<file path="src/rtl/sopc_pkg.sv">
// rtl/sopc_pkg.sv - shared register offsets, IRQ bit offset and helpers for the SoPC peripherals
package sopc_pkg;

   localparam int NIRQ_MAX    = 32;
   localparam int IRQ_BIT_OFS = 3;

   localparam logic [3:0] OFS_PEND   = 4'h0;
   localparam logic [3:0] OFS_ENABLE = 4'h4;
   localparam logic [3:0] OFS_MODE   = 4'h8;
   localparam logic [3:0] OFS_RAW    = 4'hC;

   typedef enum logic [1:0] {
      REG_PEND   = 2'd0,
      REG_ENABLE = 2'd1,
      REG_MODE   = 2'd2,
      REG_RAW    = 2'd3
   } reg_sel_e;

   // Byte offset to register select; the low two address bits do not matter.
   function automatic reg_sel_e reg_decode(input logic [3:0] addr);
      reg_sel_e sel;
      case (addr & 4'hC)
         OFS_PEND:   sel = REG_PEND;
         OFS_ENABLE: sel = REG_ENABLE;
         OFS_MODE:   sel = REG_MODE;
         default:    sel = REG_RAW;
      endcase
      return sel;
   endfunction

   function automatic logic [31:0] strb_mask(input logic [3:0] strb);
      return {{8{strb[3]}}, {8{strb[2]}}, {8{strb[1]}}, {8{strb[0]}}};
   endfunction

endpackage

</file>
<file path="src/rtl/irq_ctrl_if.sv">
// rtl/irq_ctrl_if.sv - register bus between the processor and the interrupt controller
interface irq_ctrl_if;

   logic        SEL;
   logic        VALID;
   logic [3:0]  ADDR;
   logic [3:0]  WSTRB;
   logic [31:0] WDATA;
   logic [31:0] RDATA;
   logic        READY;

   modport master (
      output SEL, VALID, ADDR, WSTRB, WDATA,
      input  RDATA, READY
   );

   modport slave (
      input  SEL, VALID, ADDR, WSTRB, WDATA,
      output RDATA, READY
   );

endinterface

</file>
<file path="src/rtl/irq_edge_det.sv">
// rtl/irq_edge_det.sv - single-line rising-edge detector against a registered copy
module irq_edge_det (
   input  logic CLK,
   input  logic RSTn,
   input  logic i_d,
   output logic o_rise
);

   logic r_q;

   // Resetting the copy to 0 makes a line already high at reset release look like an edge.
   always_ff @(posedge CLK or negedge RSTn) begin
      if (!RSTn) r_q <= 1'b0;
      else       r_q <= i_d;
   end

   assign o_rise = i_d & ~r_q;

endmodule

</file>
<file path="src/rtl/irq_ctrl.sv">
// rtl/irq_ctrl.sv - interrupt controller: pending/enable/mode registers and CPU interrupt vector
module irq_ctrl
   import sopc_pkg::*;
#(
   parameter int              NIRQ   = 8,
   parameter logic [NIRQ-1:0] RST_EN = {NIRQ{1'b0}}
) (
   input  logic                CLK,
   input  logic                RSTn,
   irq_ctrl_if.slave           bus,
   input  logic [NIRQ-1:0]     IRQ_IN,
   output logic [NIRQ_MAX-1:0] CPU_IRQ,
   input  logic [NIRQ_MAX-1:0] CPU_EOI
);

   logic [NIRQ-1:0] r_pend;
   logic [NIRQ-1:0] r_enable;
   logic [NIRQ-1:0] r_mode;
   logic [NIRQ-1:0] r_eoi_q;
   logic            r_ready;
   logic [31:0]     r_rdata;
   logic [NIRQ_MAX-1:0] r_cpu_irq;

   logic            w_accept;
   logic            w_wr;
   reg_sel_e        w_sel;
   logic [31:0]     w_wmask;
   logic [NIRQ-1:0] w_keep;
   logic [NIRQ-1:0] w_wbits;
   logic [NIRQ-1:0] w_enable_nxt;
   logic [NIRQ-1:0] w_mode_nxt;
   logic [NIRQ-1:0] w_w1c;
   logic [NIRQ-1:0] w_eoi;
   logic [NIRQ-1:0] w_eoi_rise;
   logic [NIRQ-1:0] w_rise;
   logic [NIRQ-1:0] w_pend_nxt;
   logic [NIRQ-1:0] w_line;
   logic [NIRQ+IRQ_BIT_OFS-1:0] w_cpu_wide;
   logic [31:0]     w_rdata_nxt;

   // The READY cycle blocks acceptance, so back-to-back requests see one pulse each.
   assign w_accept = bus.SEL & bus.VALID & ~r_ready;
   assign w_wr     = w_accept & (|bus.WSTRB);
   assign w_sel    = reg_decode(bus.ADDR);
   assign w_wmask  = strb_mask(bus.WSTRB);
   assign w_keep   = NIRQ'(w_wmask);
   assign w_wbits  = NIRQ'(bus.WDATA & w_wmask);

   assign w_enable_nxt = (w_wr && w_sel == REG_ENABLE) ? ((r_enable & ~w_keep) | w_wbits) : r_enable;
   assign w_mode_nxt   = (w_wr && w_sel == REG_MODE)   ? ((r_mode   & ~w_keep) | w_wbits) : r_mode;
   assign w_w1c        = (w_wr && w_sel == REG_PEND)   ? w_wbits : '0;

   assign w_eoi      = NIRQ'(CPU_EOI >> IRQ_BIT_OFS);
   assign w_eoi_rise = w_eoi & ~r_eoi_q;

   genvar g;
   generate
      for (g = 0; g < NIRQ; g++) begin : g_edge
         irq_edge_det u_edge (
            .CLK    (CLK),
            .RSTn   (RSTn),
            .i_d    (IRQ_IN[g]),
            .o_rise (w_rise[g])
         );
      end
   endgenerate

   always_comb begin
      w_pend_nxt = r_pend;
      for (int i = 0; i < NIRQ; i++) begin
         if (!r_mode[i] && w_mode_nxt[i]) begin
            // Entering edge mode starts from a clean slate; the shared edge copy
            // has been tracking the line all along, so no stale edge appears.
            w_pend_nxt[i] = 1'b0;
         end else if (r_mode[i]) begin
            if (w_w1c[i] || w_eoi_rise[i]) w_pend_nxt[i] = 1'b0;
            if (w_rise[i])                 w_pend_nxt[i] = 1'b1;
         end else begin
            w_pend_nxt[i] = IRQ_IN[i];
         end
      end
   end

   assign w_line     = r_pend & r_enable & ~w_eoi;
   assign w_cpu_wide = {w_line, {IRQ_BIT_OFS{1'b0}}};

   always_comb begin
      w_rdata_nxt = '0;
      if (w_accept && !w_wr) begin
         case (w_sel)
            REG_PEND:   w_rdata_nxt = 32'(r_pend);
            REG_ENABLE: w_rdata_nxt = 32'(r_enable);
            REG_MODE:   w_rdata_nxt = 32'(r_mode);
            default:    w_rdata_nxt = 32'(IRQ_IN);
         endcase
      end
   end

   always_ff @(posedge CLK or negedge RSTn) begin
      if (!RSTn) begin
         r_pend    <= '0;
         r_enable  <= RST_EN;
         r_mode    <= '0;
         r_eoi_q   <= '0;
         r_ready   <= 1'b0;
         r_rdata   <= '0;
         r_cpu_irq <= '0;
      end else begin
         r_pend    <= w_pend_nxt;
         r_enable  <= w_enable_nxt;
         r_mode    <= w_mode_nxt;
         r_eoi_q   <= w_eoi;
         r_ready   <= w_accept;
         r_rdata   <= w_rdata_nxt;
         r_cpu_irq <= NIRQ_MAX'(w_cpu_wide);
      end
   end

   assign bus.READY = r_ready;
   assign bus.RDATA = r_rdata;
   assign CPU_IRQ   = r_cpu_irq;

endmodule

</file>
<file path="src/flat_wrapper.sv">
// flat-port wrapper written by rule: the top's interface ports become plain ports
module irq_ctrl_flat import sopc_pkg::*;
#(
   parameter int              NIRQ   = 8,
   parameter logic [NIRQ-1:0] RST_EN = {NIRQ{1'b0}}
)
  (CLK, RSTn, IRQ_IN, CPU_IRQ, CPU_EOI, bus_SEL, bus_VALID, bus_ADDR, bus_WSTRB, bus_WDATA, bus_RDATA, bus_READY);
  irq_ctrl_if bus_i ();
  input  logic CLK;
  input  logic RSTn;
  input  logic [NIRQ-1:0] IRQ_IN;
  output logic [NIRQ_MAX-1:0] CPU_IRQ;
  input  logic [NIRQ_MAX-1:0] CPU_EOI;
  input wire logic [$bits(bus_i.SEL)-1:0] bus_SEL;
  input wire logic [$bits(bus_i.VALID)-1:0] bus_VALID;
  input wire logic [$bits(bus_i.ADDR)-1:0] bus_ADDR;
  input wire logic [$bits(bus_i.WSTRB)-1:0] bus_WSTRB;
  input wire logic [$bits(bus_i.WDATA)-1:0] bus_WDATA;
  output wire logic [$bits(bus_i.RDATA)-1:0] bus_RDATA;
  output wire logic [$bits(bus_i.READY)-1:0] bus_READY;
  assign bus_i.SEL = bus_SEL;
  assign bus_i.VALID = bus_VALID;
  assign bus_i.ADDR = bus_ADDR;
  assign bus_i.WSTRB = bus_WSTRB;
  assign bus_i.WDATA = bus_WDATA;
  assign bus_RDATA = bus_i.RDATA;
  assign bus_READY = bus_i.READY;
  irq_ctrl #(.NIRQ(NIRQ), .RST_EN(RST_EN)) u_core (.CLK(CLK), .RSTn(RSTn), .bus(bus_i), .IRQ_IN(IRQ_IN), .CPU_IRQ(CPU_IRQ), .CPU_EOI(CPU_EOI));
endmodule
</file>
<file path="config.mk">
export PLATFORM = sky130hd
export DESIGN_NAME = irq_ctrl_flat
export DESIGN_NICKNAME = d
export VERILOG_FILES = /design/src/rtl/sopc_pkg.sv /design/src/rtl/irq_ctrl_if.sv /design/src/rtl/irq_edge_det.sv /design/src/rtl/irq_ctrl.sv /design/src/flat_wrapper.sv
export SDC_FILE = /design/constraint.sdc
export NUM_CORES = 1
export LEC_CHECK = 0
export CORE_ASPECT_RATIO = 1.2
export CORE_MARGIN = 5
export CORE_UTILIZATION = 42
export CTS_CLUSTER_DIAMETER = 200
export DETAILED_ROUTE_END_ITERATION = 12
export PLACE_DENSITY = 0.83
export SLEW_MARGIN = 20
export SYNTH_ARGS = -nofsm -noshare
export SYNTH_HDL_FRONTEND = slang
export SYNTH_SLANG_ARGS = --single-unit
</file>
<file path="constraint.sdc">
create_clock -name CLK -period 2.65 [get_ports CLK]
set_clock_uncertainty 0.1 [all_clocks]
set_input_delay 0.6625 -clock CLK [delete_from_list [all_inputs] [get_ports CLK]]
set_output_delay 0.6625 -clock CLK [all_outputs]
set_load 0.02 [all_outputs]
</file>
==> results of run 1 <==
==> worst min path at each step <==
stage | slack [ns] | endpoint | cells after the start | from
2_1_floorplan | 0.27 | async pin | 0 | RSTn
3_3_place_gp | 0.41 | u_core.CPU_IRQ[6] | 2 | u_core.r_pend[3]
3_5_place_dp | 0.41 | u_core.CPU_IRQ[9] | 2 | u_core.r_pend[6]
4_1_cts | 0.19 | u_core.r_eoi_q[5] | 1 | RSTn
5_1_grt | 0.20 | u_core.r_eoi_q[5] | 1 | RSTn
6_report | 0.18 | async pin | 1 | RSTn
==> report_power, final <==
group / internal [mW] / leakage [nW] / switching, mW
clock network: 0.352 / 0.0887 / 0.339
registers: 0.974 / 0.712 / 0.0810
logic: 0.205 / 0.759 / 0.195
total: 1.53 / 1.56 / 0.614
==> stage by stage <==
stage | total power [mW] | util | hold slack [ns] | std cells
2_1_floorplan | 1.36 | - | 0.267 | 264
3_3_place_gp | 1.45 | 0.500 | 0.405 | 355
3_5_place_dp | 1.47 | 0.500 | 0.406 | 355
4_1_cts | 2.16 | 0.525 | 0.190 | 370
5_1_grt | 2.26 | 0.525 | 0.200 | 370
6_report | 2.15 | 0.525 | 0.179 | 370
==> final cells by class <==
class	instances	area [sq um]	area share
clock buffer	11	141	0.0418
clock inverter	4	20.0	0.00591
inverter	1	3.75	0.00111
multi-input combinational	151	1110	0.328
sequential	57	1430	0.421
tap	85	106	0.0314
timing repair buffer	61	578	0.171
==> metal layers <==
layer | share of wire | routed length, um
met1 | 0.42 | 2450
met2 | 0.49 | 2850
met3 | 0.082 | 483
met4 | 0.015 | 86
met5 | 0 | 0
==> cells in the final DEF, fill, tap and decap left out, drive strengths merged <==
| cell type | Yosys | routed |
|---|---|---|
| a31oi | 8 | 8 |
| and3 | 8 | 8 |
| nor4 | 2 | 2 |
| nor3 | 8 | 8 |
| a21boi | 8 | 8 |
| mux4 | 8 | 8 |
| buf | 55 | 12 |
| clkinv | 0 | 4 |
| mux2 | 16 | 16 |
| nand2 | 9 | 9 |
| and3b | 1 | 1 |
| clkdlybuf4s50 | 0 | 49 |
| and4b | 1 | 1 |
| dfrtp | 57 | 57 |
| nor2 | 9 | 9 |
| a211oi | 8 | 8 |
| clkbuf | 0 | 11 |
| nor4b | 7 | 7 |
| nand4bb | 1 | 1 |
| nand2b | 9 | 9 |
| inv | 1 | 1 |
| conb | 1 | 48 |
==> worst register-to-register path, stage by stage (launching register included) <==
cell	delay (ns)
dfrtp_1	0.40
nand4bb_1	0.23
buf_4	0.23
nor2_8	0.18
mux2_2	0.36
==> cell families after synthesis <==
kind of cell           Yosys count  synth area share
AO/OA/AOI/OAI                   24            0.0610
buffers and inverters           56             0.154
flip-flops                      57             0.511
multiplexers                    24             0.149
other                            1           0.00134
AND/OR/NAND/NOR                 55             0.123
==> run metrics, run 1 <==
worst vdd ir ~0.32 mV; Area Growth Syn to Fin 21.4%; CTS resizes 0; cell with the most instances after synthesis dfrtp_1; Pre-antenna DRT Iters 4; Critical Path End Type flop; Port Buffers 50; CORE AREA about 6400 sq um; top cell type's share of synthesized area 0.511; CTS tree yes; CTS H-tree lvls 3; met2 usage 0.228; WP depth 4; antenna cells 0; Synth Cell Area 2790 sq um; number of enable flip-flop cells after synthesis 0; largest net degree at the start of global routing 23; CP Cell Sequence clkdlybuf4s50_1 -> nand2_2 -> nor2_8 -> mux2_2; final hold vios 0; clock root cell clkbuf_8; placed cell areas around 3200 sq um; Static Leakage 1.56 nW; Layout Nets between 300 and 400; DRT antenna net count 0; post-placement setup slack approximately 0.18 ns; Worst Setup SP bus_ADDR[3]; initial DRC count 52; Pwr Density ~630 nW/um^2; sequential cell area fraction in the yosys report 0.511; post-DP HPWL 4.21 mm; Worst setup SP type input port; crit-path max FO 9; CTS sink count 57; Reg2Reg Launch Point u_core.bus.READY; Post-synth ARST share 1.00; Initial Utilization 0.433; Max Cap Viol 0; Worst-Skew Late Latency ~0.34 ns; Highest Clock Rate about 0.47 GHz; fin. max-slew vios 0; Yosys cell types 27; Critical Path Max Stage Delay roughly 0.70 ns; Mapped Cells 217; row cnt 32; Die Area 8380 sq um; synth cell count leaders dfrtp_1, buf_4, nand2b_1; Global Route met3 Usage 0.0522; clock slew at reported path FFs 0.07 ns; vias in the first global route 1805; Tcrit/Tclk final 0.810; CP Class input port to flop; cell accounting for the most synthesized area dfrtp_1; Final setup viols 0; top cell family by delay on the critical path buffers and inverters; Critical Path RT approximately 2.8 ns; Avg Cell Area, Syn roughly 13 sq um; met1 Track Usage GR 0.174; fillcell total just under 600; setup tns final 0 ns; Synthesis Warnings 0; DRC Markers 0; Hold Path Class input port to async pin; top cells by area, synth dfrtp_1, buf_4, mux4_1, mux2_4, mux2_2; drt wl/cell 15.8 um; R2R cell count 4; final WL just under 6 mm; initial antenna violation count 0; Post-synth top flop dfrtp_1; reg2reg end u_core.r_mode[2]; Finished Cell Area around 3400 sq um; GRT Util Overall 0.142; CTS max path bufs 2; final setup margin about 0.5 ns; GPL Wtd Cong approximately 0.76; first-pass GRT wire length a little over 9 mm; status completed; CP Data Arrival Time around 2.3 ns; via/cell ratio 4.84; register bit total from synthesis between 50 and 60; min cycle time layout between 2 and 2.5 ns; CP bufs+invs 1; GRT Max-Usage Layer met2; crit path to u_core.r_mode[2]; setup repair after global routing missed its margin no; flop-to-flop setup slack 1.03 ns; Vias about 1800; CTS Buf Count 9; share of cells above drive strength 1 0.161; Slowest-stage cell, CP clkdlybuf4s50_1; Post-CTS Setup Bufs 0; die height between 90 and 100 um; Die X 84.4 um; total global routing overflow 0; # IOs 149; cts hold-fix bufs 0
(Power assumes the default switching activity.)
==> inputs of run 2 (changes only) <==
--- a/config.mk
+++ b/config.mk
@@ -7,10 +7,10 @@
 export LEC_CHECK = 0
 export CORE_ASPECT_RATIO = 1.2
 export CORE_MARGIN = 5
-export CORE_UTILIZATION = 42
+export CORE_UTILIZATION = 39
 export CTS_CLUSTER_DIAMETER = 200
 export DETAILED_ROUTE_END_ITERATION = 12
-export PLACE_DENSITY = 0.83
+export PLACE_DENSITY = 0.78
 export SLEW_MARGIN = 20
 export SYNTH_ARGS = -nofsm -noshare
 export SYNTH_HDL_FRONTEND = slang
==> constraint.sdc (replaced) <==
create_clock -name CLK -period 2.1 [get_ports CLK]
set_clock_uncertainty 0.1 [all_clocks]
set_input_delay 0.525 -clock CLK [delete_from_list [all_inputs] [get_ports CLK]]
set_output_delay 0.525 -clock CLK [all_outputs]
set_load 0.02 [all_outputs]
==> run 2 against run 1 <==
Register-to-register slack lost 0.54 ns. Routed wire length fell by 4.5%. Clock power increased by 53%. Sequential power grew 25%. Die area rose by 6.8%. First-iteration DRC count up 35%. Combinational power grew 29%. Sequential share of layout area down 1.6 points. Global-route usage fell by 1.2 points. Non-clock buffer count rose by 5. Flip-flop and latch count unchanged. Critical path depth rose by 2. Largest cell class unchanged. Largest power group unchanged.
==> run metrics, run 2 (synthesis gave the netlist of run 1 again) <==
status completed; CTS max path bufs 2 (unchanged); Static Leakage 1.62 nW (+4.0%); clock root cell clkbuf_8; total global routing overflow 0 (unchanged); Worst-Margin Slew 0.514 ns; antenna cells 0 (unchanged); min cycle time layout 1.96 ns; Layout Nets 370 (+1.4%); row cnt 33 (+3.1%); hold slack 0.0556 ns (-0.124 ns); Max Cap Viol 0 (unchanged); initial antenna violation count 0 (unchanged); setup repair after global routing missed its margin no; cts hold-fix bufs 0 (unchanged); final core utilization 0.510 (-0.0153); Area Growth Syn to Fin 26.1%; post-DP HPWL 4.14 mm (-1.7%); Post-CTS Setup Bufs 0 (unchanged); post-placement setup slack -0.201 ns (-0.379 ns); vias in the first global route 1734 (-3.9%); CTS tree yes; largest net degree at the start of global routing 31 (+35%); Pwr Density 826 nW/um^2 (+30%); Final setup viols 0 (unchanged); Reg2Reg Launch Point u_core.bus.READY; GPL Wtd Cong 0.781 (+2.5%); die height 103 um (+3.4%); crit path to u_core.r_mode[3]; share of cells above drive strength 1 0.179 (+0.0179); setup tns final 0 ns (unchanged); Die X 87.2 um (+3.3%); Worst setup SP type input port; clock slew at reported path FFs 0.06 ns (about the same); CTS resizes 0 (unchanged); CTS Buf Count 9 (unchanged); CORE AREA 6900 sq um (+7.0%); most frequent cells in the layout dfrtp_1, clkdlybuf4s50_1, conb_1; # IOs 149 (unchanged); CTS H-tree lvls 3 (unchanged); Critical Path RT 2.22 ns (-0.55 ns); initial DRC count 70 (+35%); first-pass GRT wire length 8.54 mm (-5.9%); fin. max-slew vios 0 (unchanged); Worst Setup SP bus_ADDR[2]; Tcrit/Tclk final 0.931; Pre-antenna DRT Iters 4 (unchanged); CTS sink count 57 (unchanged); drt wl/cell 14.9 um (-6.2%); DRT antenna net count 0 (unchanged); CP Data Arrival Time 2.07 ns (-0.20 ns); Highest Clock Rate 0.511 GHz; crit-path max FO 14 (+5); Vias 1784 (-0.45%); Worst-Skew Late Latency 0.33 ns (about the same); DRC Markers 0 (unchanged); GRT Util Overall 0.130 (-0.0120); Non-Filler Instances 377 (+1.9%); Die Area 8950 sq um (+6.8%); Initial Utilization 0.404 (-0.0282); final WL 5.60 mm (-4.5%); flop-to-flop setup slack 0.49 ns (-0.54 ns); R2R cell count 4 (unchanged); CP Class input port to flop; Hold Path Class input port to async pin; most common cell after layout, fill and taps aside dfrtp_1; worst vdd ir 0.510 mV (+59%); reg2reg end u_core.r_mode[3]; Critical Path End Type flop; final setup margin 0.144 ns (-0.358 ns); via/cell ratio 4.73 (-2.3%); Post-Place Cells 362 (+2.0%); final hold vios 0 (unchanged); Max-Slew Margin vs Limit 0.657; Port Buffers 50 (unchanged)
## run 2: cell types whose count changed in the layout (fill, tap and decap cells not counted), sizes merged
cell    delta
buf        +5
clkinv     -3
clkbuf     +2
bufinv     +1
## run 2: per-stage QoR
step | area [sq um] | total power, mW
after floorplan | 2970 | 1.72
after global placement | 3300 | 1.84
after detailed placement | 3300 | 1.86
after CTS | 3520 | 2.94
after global routing | 3520 | 3.04
final | 3520 | 2.90
## run 2: layer usage
layer | part of all wire | global-route usage | up-vias | wire length, um
met5 | 0 | 0 | - | 0
li1 | - | - | 826 | -
met2 | 0.46 | 0.200 | 79 | 2600
met1 | 0.42 | 0.161 | 873 | 2380
met3 | 0.098 | 0.0631 | 6 | 549
met4 | 0.013 | 0.0425 | 0 | 72
## run 2: cell type report
cell class / count / area, sq um
Tap cell: 87 / 109
Clock inverter: 2 / 35.0
Clock buffer: 13 / 179
Sequential cell: 57 / 1430
Inverter: 1 / 3.75
Fill cell: 626 / 3380
Multi-Input combinational cell: 151 / 1110
Timing Repair Buffer: 66 / 653
## run 2: worst min-delay path by stage
stage	to	slack, ns	cells after the start
after CTS	u_core.r_eoi_q[5]	0.05	1
after floorplan	async pin	0.13	0
after global placement	u_core.CPU_IRQ[4]	0.41	2
final	u_core.r_eoi_q[5]	0.06	1
after global routing	u_core.r_eoi_q[5]	0.08	1
after detailed placement	u_core.CPU_IRQ[9]	0.41	2
## run 2: where the power goes
part           internal (mW)  switching [mW]
logic                  0.271           0.246
clock network          0.668           0.390
registers               1.23          0.0987
## run 2: worst max-delay path: stages
cell and delay, ns:
clkdlybuf4s50_1 0.39, buf_4 0.16, nand4bb_1 0.24, buf_12 0.20, nor2_8 0.18, mux2_2 0.36
